$ cat src/rtl/lm_sm_sequencer.sv
// LM/SM micro-op sequencer: expands a load/store-multiple into one single-register
// micro-op per mask bit, holding PC and IF/ID until the last one issues.
module lm_sm_sequencer #(
    parameter logic [3:0] OP_LM = 4'b0110,
    parameter logic [3:0] OP_SM = 4'b0111
) (
    input  logic        clk,
    input  logic        reset,
    input  logic [15:0] id_ir,
    input  logic        id_valid,
    input  logic        stall_in,
    input  logic        flush,
    output logic        uop_sel,
    output logic        uop_valid,
    output logic [15:0] uop_ir,
    output logic [2:0]  reg_idx,
    output logic        first_multiple,
    output logic        uop_last,
    output logic        pc_write,
    output logic        busy
);

    localparam logic [0:0] IDLE = 1'b0;
    localparam logic [0:0] SEQ  = 1'b1;

    logic [0:0] state_q;
    logic [3:0] op_q;
    logic [2:0] ra_q;
    logic [7:0] rem_q;

    logic       multi;
    logic [7:0] src;
    logic [2:0] cur;
    logic [7:0] cur_oh;
    logic [7:0] nxt;

    // Lowest set bit wins, so registers issue R0 first.
    function automatic logic [2:0] lowest_bit(input logic [7:0] m);
        logic [2:0] idx;
        idx = 3'd0;
        for (int i = 7; i >= 0; i--) begin
            if (m[i]) begin
                idx = i[2:0];
            end
        end
        return idx;
    endfunction

    function automatic logic [7:0] onehot8(input logic [2:0] idx);
        logic [7:0] oh;
        oh = 8'h00;
        oh[idx] = 1'b1;
        return oh;
    endfunction

    assign multi  = id_valid & ((id_ir[15:12] == OP_LM) | (id_ir[15:12] == OP_SM));
    assign src    = (state_q == IDLE) ? id_ir[7:0] : rem_q;
    assign cur    = lowest_bit(src);
    assign cur_oh = onehot8(cur);
    assign nxt    = src & ~cur_oh;
    assign busy   = (state_q == SEQ);

    always_comb begin
        uop_sel        = 1'b0;
        uop_valid      = 1'b0;
        uop_ir         = 16'h0000;
        reg_idx        = 3'd0;
        first_multiple = 1'b0;
        uop_last       = 1'b0;
        pc_write       = ~stall_in;
        if (state_q == SEQ) begin
            uop_sel   = 1'b1;
            uop_valid = 1'b1;
            uop_ir    = {op_q, ra_q, 1'b0, cur_oh};
            reg_idx   = cur;
            uop_last  = (nxt == 8'h00);
            pc_write  = (nxt == 8'h00) & ~stall_in;
        end else if (multi) begin
            uop_sel = 1'b1;
            // An empty mask behaves as a NOP that still consumes the slot.
            if (src != 8'h00) begin
                uop_valid      = 1'b1;
                first_multiple = 1'b1;
                uop_ir         = {id_ir[15:9], 1'b0, cur_oh};
                reg_idx        = cur;
                uop_last       = (nxt == 8'h00);
                pc_write       = (nxt == 8'h00) & ~stall_in;
            end
        end
    end

    always_ff @(posedge clk) begin
        if (!reset) begin
            state_q <= IDLE;
            op_q    <= 4'd0;
            ra_q    <= 3'd0;
            rem_q   <= 8'h00;
        end else if (flush) begin
            state_q <= IDLE;
            rem_q   <= 8'h00;
        end else if (!stall_in) begin
            case (state_q)
                IDLE: begin
                    // Single-bit masks finish in IDLE and never enter SEQ.
                    if (multi && (src != 8'h00) && (nxt != 8'h00)) begin
                        op_q    <= id_ir[15:12];
                        ra_q    <= id_ir[11:9];
                        rem_q   <= nxt;
                        state_q <= SEQ;
                    end
                end
                SEQ: begin
                    rem_q <= nxt;
                    if (nxt == 8'h00) begin
                        state_q <= IDLE;
                    end
                end
                default: begin
                    state_q <= IDLE;
                    rem_q   <= 8'h00;
                end
            endcase
        end
    end

endmodule

$ cat config.mk
export PLATFORM = sky130hd
export DESIGN_NAME = lm_sm_sequencer
export DESIGN_NICKNAME = d
export VERILOG_FILES = /design/src/rtl/lm_sm_sequencer.sv
export SDC_FILE = /design/constraint.sdc
export NUM_CORES = 1
export LEC_CHECK = 0
export BUFFER_PORTS_ARGS = -buffer_cell sky130_fd_sc_hd__buf_2
export CAP_MARGIN = 30
export CORE_UTILIZATION = 54
export CTS_CLUSTER_SIZE = 30
export DETAILED_ROUTE_END_ITERATION = 8
export GPL_TIMING_DRIVEN = 1
export HOLD_SLACK_MARGIN = 0.08
export PLACE_DENSITY = 0.94
export SLEW_MARGIN = 20
export SYNTH_ARGS = -nofsm -noshare
export SYNTH_HDL_FRONTEND = slang
export SYNTH_SLANG_ARGS = --single-unit
$ cat constraint.sdc
create_clock -name clk -period 3.95 [get_ports clk]
set_clock_uncertainty 0.05 [all_clocks]
set_input_delay 0.395 -clock clk [delete_from_list [all_inputs] [get_ports clk]]
set_output_delay 0.395 -clock clk [all_outputs]
set_load 0.005 [all_outputs]
[Yosys cells after proc, flatten, opt, wreduce, memory -nomap -nowiden]
Cells that the tools add are included.
Storage, ports and cells
  register bits: 16
  latch bits: 0
  RAM bits: 0
  bits in read-only memories: 0
  output and inout port bits: 25
  memories kept: 0
Operators by class
  $add $sub $neg: 0
  multiply operators: 0
  divide/modulo/power cells: 0
  $lt $le $gt $ge: 2
  eq/ne operators: 3
  shift operators: 0
  mux-type cells: 34
  bitwise gates (word level): 9
  reduce and logical (&&, ||, !) cells: 9
Operators by type and width (number)
  16-bit 2-to-1 mux: 3
  3-bit 2-to-1 mux: 11
  8-bit 2-to-1 mux: 2
  8-bit one-hot mux with 2 select lines: 1
  8-bit nonzero test: 2
  1-bit 2-to-1 mux: 15
  8-bit bitwise AND: 1
  4-bit by 3-bit == test with 1-bit output, second input constant: 2
  8-bit logical NOT: 1
  8-bit NOT: 1
  3-bit by 4-bit < comparator with 1-bit output, second input constant: 1
  1-bit NOT: 4
  4-bit AND reduction: 1
  1-bit demux with 3-bit select: 1
  3-bit by 1-bit >= comparator with 1-bit output, second input constant: 1
  1-bit logical AND: 3
  1-bit bitwise AND: 2
  2-bit by 1-bit != test with 1-bit output, second input constant: 1
  1-bit one-hot mux with 2 select lines: 1
  2-bit AND reduction: 1
  2-bit OR reduction: 1
  1-bit OR: 1

[Depth between registers and ports, before layout]
Gate-level depths: netlist of run 1.
  word-level depth: 20
  gate-level depth with buffers: 12
  mapped depth without buffers: 9

[Worst setup path before layout of run 1]
OpenSTA, ideal clock, no wires.
  path kind: reg-to-reg
  start point: register state_q, in the netlist busy
  end point: register op_q[3]
  library setup time: 0.116 ns
  arrival time: 2.570 ns
  data required time: 3.784 ns
  slack: 1.215 ns
  stages on the path, launching flop included: 11
  path buffers: 2
  path through: dfxtp_1 buf_6 or3_1 a222oi_1 o31ai_2 a21oi_2 o22ai_2 a2111oi_4 nand2b_2 buf_6 and3_1
Between the ends
  cells in the longest elaborated chain, start to end: 18
  elaborated cells on any way between the ends: 22
Ends and longest elaborated chain
  from (decl): line 26  | logic [0:0] state_q;
  from (signal assigned): line 94  | state_q <= IDLE;
  from (signal assigned): line 99  | state_q <= IDLE;
  from (signal assigned): line 109  | state_q <= SEQ;
  8-bit 2-to-1 mux: line 57  | assign src = (state_q == IDLE) ? id_ir[7:0] : rem_q;
  3-bit 2-to-1 mux (8 in a row): line 42  | if (m[i]) begin
  3-bit by 4-bit < comparator with 1-bit output (implied by the code) or 3-bit by 1-bit >= comparator with 1-bit output (tied branches): line 52  | oh[idx] = 1'b1;
  1-bit logical AND (implied by the code): line 52
  1-bit 2-to-1 mux (implied by the code): line 52
  1-bit demux with 3-bit select: line 52
  8-bit NOT: line 60  | assign nxt = src & ~cur_oh;
  8-bit bitwise AND: line 60
  8-bit nonzero test: line 105  | if (multi && (src != 8'h00) && (nxt != 8'h00)) begin
  1-bit logical AND: line 105
  4-bit AND reduction (no line) (*)
  to (signal assigned): line 106  | op_q <= id_ir[15:12];
  to (decl): line 27  | logic [3:0] op_q;
Every way passes the cells marked *; elsewhere a longest branch is shown, timed or not.
A chain may end at the register's enable or synchronous reset.

[Final worst setup path of run 1]
  start point: register state_q, in the netlist busy
  end point: output port pc_write
Between the ends
  cells in the longest elaborated chain, start to end: 20
  elaborated cells on any way between the ends: 22
Ends and longest elaborated chain
  8-bit 2-to-1 mux: line 57
  3-bit 2-to-1 mux (8 in a row): line 42
  3-bit by 4-bit < comparator with 1-bit output (implied by the code) or 3-bit by 1-bit >= comparator with 1-bit output (tied branches): line 52
  1-bit logical AND (implied by the code): line 52
  1-bit 2-to-1 mux (implied by the code): line 52
  1-bit demux with 3-bit select: line 52
  8-bit NOT: line 60
  8-bit bitwise AND: line 60
  8-bit logical NOT: line 77, 87
  1-bit bitwise AND: line 77, 87
  1-bit 2-to-1 mux: line 81  | if (src != 8'h00) begin
  1-bit 2-to-1 mux: line 78  | end else if (multi) begin
  1-bit 2-to-1 mux (*): line 71  | if (state_q == SEQ) begin
  to (decl): line 19  | output logic pc_write,
Marked as above.

==> results of run 1 <==
-- critical path, stage by stage, from the launching register on --
cell       delay, ns
dfxtp_1         0.61
buf_4           0.40
nor3b_1         0.28
o22ai_1         0.21
a2111oi_0       0.58
a221oi_2        0.08
a21oi_2         0.26
nand2_1         0.11
a21oi_1         0.19
buf_2           0.14
-- synth_stat cells (all sizes together) --
library cell,n,share of area (%)
or2b,1,0.56
a211oi,2,1.1
dfxtp,16,24
o41ai,1,0.65
a31o,1,0.65
o21a,1,0.56
or3b,2,1.3
or3,1,0.46
o2bb2ai,1,0.65
mux2,4,3.3
a32o,1,0.74
and2,2,0.93
o21ai,10,3.7
a222oi,1,0.74
conb,1,0.28
o31ai,2,1.5
nand2,31,8.6
a2111oi,2,2.7
buf,7,3.5
nor4b,1,0.65
nand3b,2,1.1
and3,2,0.93
a21o,2,1.1
inv,7,1.9
a221oi,1,1.1
nor3,10,3.7
o31a,1,0.65
mux2i,10,7.4
nand2b,8,3.9
nand4b,1,0.65
o22ai,2,1.4
and4b,1,0.74
nor2,23,6.4
clkbuf,3,0.83
or2,3,1.4
nor2b,5,2.3
a21oi,7,3.1
a21boi,3,1.7
nor3b,4,2.2
nand3,3,1.1
-- state kept, by name, indices dropped and copies added (netlist names) --
name,count
rem_q,8
op_q,4
ra_q,3
busy,1
-- where the power goes --
| group | internal [uW] | switching [uW] | leakage (uW) |
|---|---|---|---|
| Sequential | 163 | 2.12 | 0.000129 |
| Combinational | 35.3 | 54.3 | 0.000566 |
| Clock | 56.2 | 57.5 | 0.0000210 |
| Total | 254 | 114 | 0.000716 |
-- logic make-up after synthesis --
logic type | after synthesis | share of synthesized area, %
simple gates | 100 | 36.9
compound gates | 38 | 22.0
other cells | 1 | 0.278
mux | 14 | 10.7
buf+inv | 17 | 6.30
flops | 16 | 23.7
-- routing by layer --
| metal | up-vias | share of wire, % |
|---|---|---|
| li1 | 728 | - |
| met1 | 673 | 41 |
| met2 | 87 | 48 |
| met3 | 8 | 9.5 |
| met4 | 0 | 1.4 |
| met5 | - | 0 |
-- cell type report --
class	instances	area share, %
multi-input cells	153	59.6
well taps	28	2.21
repair buffers	44	14.0
inverters	7	1.66
flip-flops and latches	16	20.2
clock buffers	4	2.29
-- stage by stage --
| step | utilization (%) | setup WS [ns] | power [uW] |
|---|---|---|---|
| after floorplan | - | 1.21 | 228 |
| after global placement | 68.1 | 0.730 | 254 |
| after detailed placement | 68.1 | 0.694 | 256 |
| after CTS | 69.7 | 0.396 | 364 |
| after global routing | 69.7 | 0.103 | 381 |
| final | 69.7 | 0.346 | 368 |
-- how the worst min path moves through the flow --
stage	endpoint	cells after the start	slack, ns	start
finish	op_q[0]	3	0.29	id_ir[12]
global route	ra_q[0]	3	0.30	id_ir[9]
CTS	op_q[0]	3	0.30	id_ir[12]
floorplan	op_q[1]	2	0.37	op_q[1]
global placement	op_q[1]	2	0.38	op_q[1]
detailed placement	op_q[2]	2	0.40	op_q[2]
==> out/summary.txt, run 1 <==
R2r startpoint: busy
Power Dens Cells: 232 nW/um2
Die Y: 52.0 um
HPWL Detailed: 2800 um
Die area: 2710 um2
GP Congestion: 0.943
Critical path fanouts, max: 33
Num CTS Buffers: 3
Area of the multi-input gates: 946 um2
Final hold vios: 0
Crit path launch: busy
GRT met2 Usage: 49.6%
Nets: 246
Syn-to-layout area delta: 17.4%
Fillers: 206
Largest net degree at the start of global routing: 34
Worst EP required: 3.50 ns
Max Cap Violations: 0
Register area: 320 um2
Crit path capture: pc_write
Post_cts resized: 0
Syn avg cell area: 7.27 um2
Initial Util: 59.4%
Antenna Nets Post-Route: 0
Unrepaired setup endpoints after global routing: false
Dpl cells: 248
Setup Fix Bufs, Post-CTS: 0
Lkg Pwr: 0.000716 uW
Clk slew on worst S/H paths: 0.11 ns
Clock Latency Late Sink: 0.29 ns
Chip width: 52.0 um
Crit Path Category: flop to primary output
Yosys cell types: 50
CTS tree: yes
Syn nets: 207
Routed wire length: 3670 um
Clk root buf: clkbuf_4
Crit path DAT: 3.16 ns
Commonest non-fill, non-tap cell in the layout: buf_2
DR vias: 1,496
Setup violations, final: 0
Run status: finished, final reports clean
Total clock sinks: 16
Hold-fix buffers, CTS: 0
CP startpoint kind: flop
FP Rows: 17
Worst relative slew slack: 46.2%
Final period demand of the worst path: 3.60 ns
Critical R2R Capture: rem_q[7]
Period utilisation layout: 91.3%
Hold WS: 0.292 ns
Hold WC Path Type: input pin to flop
TritonRoute pass-1 iters: 5
Register area share after synthesis: 23.7%
#FFs+latches synth: 16
H-tree levels: 1
Design Area, Final: 1590 um2
Setup crit end kind: primary output
Layout cells sized above 1: 28.1%
M3 GR Usage: 3.80%
FMAX: 277 MHz
Vias per inst: 5.94
Reg2Reg Depth: 9
Antenna violations before repair: 0
VDD IR max: 0.237 mV
FF-to-FF setup slack: 0.61 ns
Final max-slew violation count: 0
Final std cells w/o fill: 252
# port buffers: 43
Residual DRC: 0
First-pass GRT wire length: 5950 um
Area after DPL: 1550 um2
Total track usage: 29.6%
GR peak layer: met2
Clock buffer depth: 2
Setup TNS: 0 ns
Total global routing overflow: 0
Syn Inst Count: 186
Yosys warns: 0
Average wire per standard cell: 14.6 um
Drt initial violations: 51
Most frequent cells in the layout: buf_2 (43), nand2_1 (31), nor2_1 (23), dfxtp_1 (16)
Core ar.: 2280 um2
Routing usage on met1: 39.0%
Worst slew pin tran: 0.799 ns
Syn Std Cell Area: 1350 um2
IO Count: 46
Vias in the first global route: 1,337
Ant diodes: 0
(Power assumes the default switching activity.)
==> inputs of run 2 (changes only) <==
--- a/config.mk
+++ b/config.mk
@@ -7,12 +7,12 @@
 export LEC_CHECK = 0
 export BUFFER_PORTS_ARGS = -buffer_cell sky130_fd_sc_hd__buf_2
 export CAP_MARGIN = 30
-export CORE_UTILIZATION = 54
+export CORE_UTILIZATION = 36
 export CTS_CLUSTER_SIZE = 30
 export DETAILED_ROUTE_END_ITERATION = 8
 export GPL_TIMING_DRIVEN = 1
 export HOLD_SLACK_MARGIN = 0.08
-export PLACE_DENSITY = 0.94
+export PLACE_DENSITY = 0.7
 export SLEW_MARGIN = 20
 export SYNTH_ARGS = -nofsm -noshare
 export SYNTH_HDL_FRONTEND = slang
==> run 2 against run 1 <==
Net effect:
- non-clock buffer count unchanged
- setup slack improved by 0.15 ns
- critical path depth unchanged
- combinational power is 2% lower
- worst hold slack improved by 0.051 ns
- die area rose by 48%
- core utilization down 23 points
- largest cell class unchanged
==> out/summary.txt, run 2 (synthesis results as in run 1) <==
Crit path capture: pc_write (unchanged)
Ant diodes: 0 (unchanged)
Top reg by flops: rem_q (unchanged)
H-tree levels: 1 (unchanged)
Clock Latency Late Sink: 0.25 ns (was 0.29 ns)
DR vias: 1,432 (was 1,496)
Syn-to-layout area delta: 20.6% (was 17.4%)
Comb pwr share: 21.8% (was 24.4%)
Run status: finished, final reports clean (unchanged)
Core ar.: 3470 um2 (was 2280 um2)
Final max-slew violation count: 0 (unchanged)
Layout cells sized above 1: 28.6% (was 28.1%)
VDD IR max: 0.129 mV (was 0.237 mV)
Sw power: 117 uW (was 114 uW)
Crit path DAT: 3.01 ns (was 3.16 ns)
FP Rows: 21 (was 17)
Total clock sinks: 16 (unchanged)
Average wire per standard cell: 13.3 um (was 14.6 um)
Area of the multi-input gates: 946 um2 (unchanged)
Worst path max stage delay: 0.55 ns (was 0.61 ns)
HPWL Detailed: 2840 um (was 2800 um)
Final hold vios: 0 (unchanged)
Die area: 4000 um2 (was 2710 um2)
Critical R2R Capture: op_q[3] (was rem_q[7])
Worst path cell trace: buf_4 > nor3b_1 > o22ai_1 > a2111oi_0 > a221oi_2 > a21oi_2 > nand2_1 > a21oi_1 > buf_2 (unchanged)
Max Cap Violations: 0 (unchanged)
Largest net degree at the start of global routing: 28 (was 34)
Sw Ratio: 29.0% (was 31.0%)
Reg2Reg Depth: 8 (was 9)
CTS tree: yes (unchanged)
Total track usage: 19.0% (was 29.6%)
Commonest non-fill, non-tap cell in the layout: buf_2 (unchanged)
Crit path launch: busy (unchanged)
Clk slew on worst S/H paths: 0.07 ns (was 0.11 ns)
Setup violations, final: 0 (unchanged)
Worst EP required: 3.50 ns (about the same)
Initial Util: 39.0% (was 59.4%)
CP startpoint kind: flop (unchanged)
Antenna violations before repair: 0 (unchanged)
Routed wire length: 3590 um (was 3670 um)
Chip width: 63.3 um (was 52.0 um)
Pre-CTS setup slack: 0.623 ns (was 0.694 ns)
Period utilisation layout: 87.5% (was 91.3%)
Residual DRC: 0 (unchanged)
Worst path slowest cell: a2111oi_0 (was dfxtp_1)
GP Congestion: 0.909 (was 0.943)
Register area: 322 um2 (was 320 um2)
IO Count: 46 (unchanged)
Clk root buf: clkbuf_8 (was clkbuf_4)
Nets: 246 (unchanged)
Worst slew pin tran: 0.779 ns (was 0.799 ns)
Max reg flops: 8 (unchanged)
Antenna Nets Post-Route: 0 (unchanged)
Worst setup margin: 0.495 ns (was 0.346 ns)
# port buffers: 43 (unchanged)
Setup Fix Bufs, Post-CTS: 0 (unchanged)
Bufs and invs on worst path: 2 (unchanged)
Num CTS Buffers: 3 (unchanged)
Hold WC Path Type: input pin to flop (unchanged)
TritonRoute pass-1 iters: 4 (was 5)
Crit Path Category: flop to primary output (unchanged)
Final period demand of the worst path: 3.45 ns (was 3.60 ns)
Die Y: 63.3 um (was 52.0 um)
Stages on worst setup path: 9 (unchanged)
Clock buffer depth: 2 (unchanged)
Clock share of power: 37.2% (was 30.9%)
CP delay by family, top: compound AO/OA/AOI/OAI gates (unchanged)
Fillers: 363 (was 206)
R2r startpoint: busy (unchanged)
FF-to-FF setup slack: 0.77 ns (was 0.61 ns)
Power Dens Cells: 248 nW/um2 (was 232 nW/um2)
FMAX: 289 MHz (was 277 MHz)
Unrepaired setup endpoints after global routing: false (unchanged)
Worst relative slew slack: 47.6% (was 46.2%)
Critical path fanouts, max: 27 (was 33)
Drt initial violations: 89 (was 51)
Total global routing overflow: 0 (unchanged)
Vias per inst: 5.30 (was 5.94)
Largest regs: rem_q: 8 flops, op_q: 4 flops, ra_q: 3 flops (unchanged)
Most frequent cells in the layout: buf_2 (43), nand2_1 (31), nor2_1 (23), dfxtp_1 (15) (was buf_2 (43), nand2_1 (31), nor2_1 (23), dfxtp_1 (16))
Lkg Pwr: 0.000724 uW (was 0.000716 uW)
Internal power component: 286 uW (was 254 uW)
First-pass GRT wire length: 6090 um (was 5950 um)
Setup TNS: 0 ns (unchanged)
Setup crit end kind: primary output (unchanged)
Sequential Power Share: 40.9% (was 44.8%)
Vias in the first global route: 1,281 (was 1,337)
-- run 2: timing repair --
action	4_1_cts	5_1_grt
resized for setup	0	1
setup endpoints to repair	0	3
hold buffers	0	0
-- run 2: per-stage QoR --
step	utilization (%)	hold slack, ns	area [um2]	total power, uW	std cells
global placement	45.3	0.383	1570	255	266
CTS	46.9	0.338	1630	405	270
detailed placement	45.3	0.393	1570	255	266
finish	47.0	0.343	1630	403	270
global route	47.0	0.347	1630	426	270
floorplan	-	0.374	1350	228	186
-- run 2: power groups by stage --
stage | Clock [uW] | Sequential, uW | Combinational (uW)
floorplan | 0 | 167 | 60.5
global placement | 0 | 169 | 86.3
detailed placement | 0 | 169 | 86.6
CTS | 153 | 165 | 87.2
global route | 163 | 165 | 97.0
finish | 150 | 165 | 87.9
-- run 2: area by class of cell --
cell class | count | area share, %
multi-input combinational | 153 | 58.1
tap | 46 | 3.53
timing repair buffer | 44 | 13.7
inverter | 7 | 1.61
clock buffer | 4 | 3.38
sequential | 16 | 19.7
-- run 2: metal layers --
layer / wire (um) / global-route usage, %
met5: 0 / 0
met4: 16 / 2.56
met3: 236 / 4.53
met2: 1650 / 30.5
met1: 1690 / 26.3
-- run 2: worst min path at each step --
stage,from,endpoint,slack [ns],cells past startpoint
2_1_floorplan,op_q[1],op_q[1],0.37,2
3_3_place_gp,op_q[1],op_q[1],0.38,2
3_5_place_dp,op_q[1],op_q[1],0.39,2
4_1_cts,id_ir[11],ra_q[2],0.34,3
5_1_grt,id_ir[11],ra_q[2],0.35,3
6_report,id_ir[11],ra_q[2],0.34,3
-- run 2: tightest hold or removal path: stages --
cell     delay (ns)
buf_2          0.10
nand2_1        0.05
mux2i_1        0.05
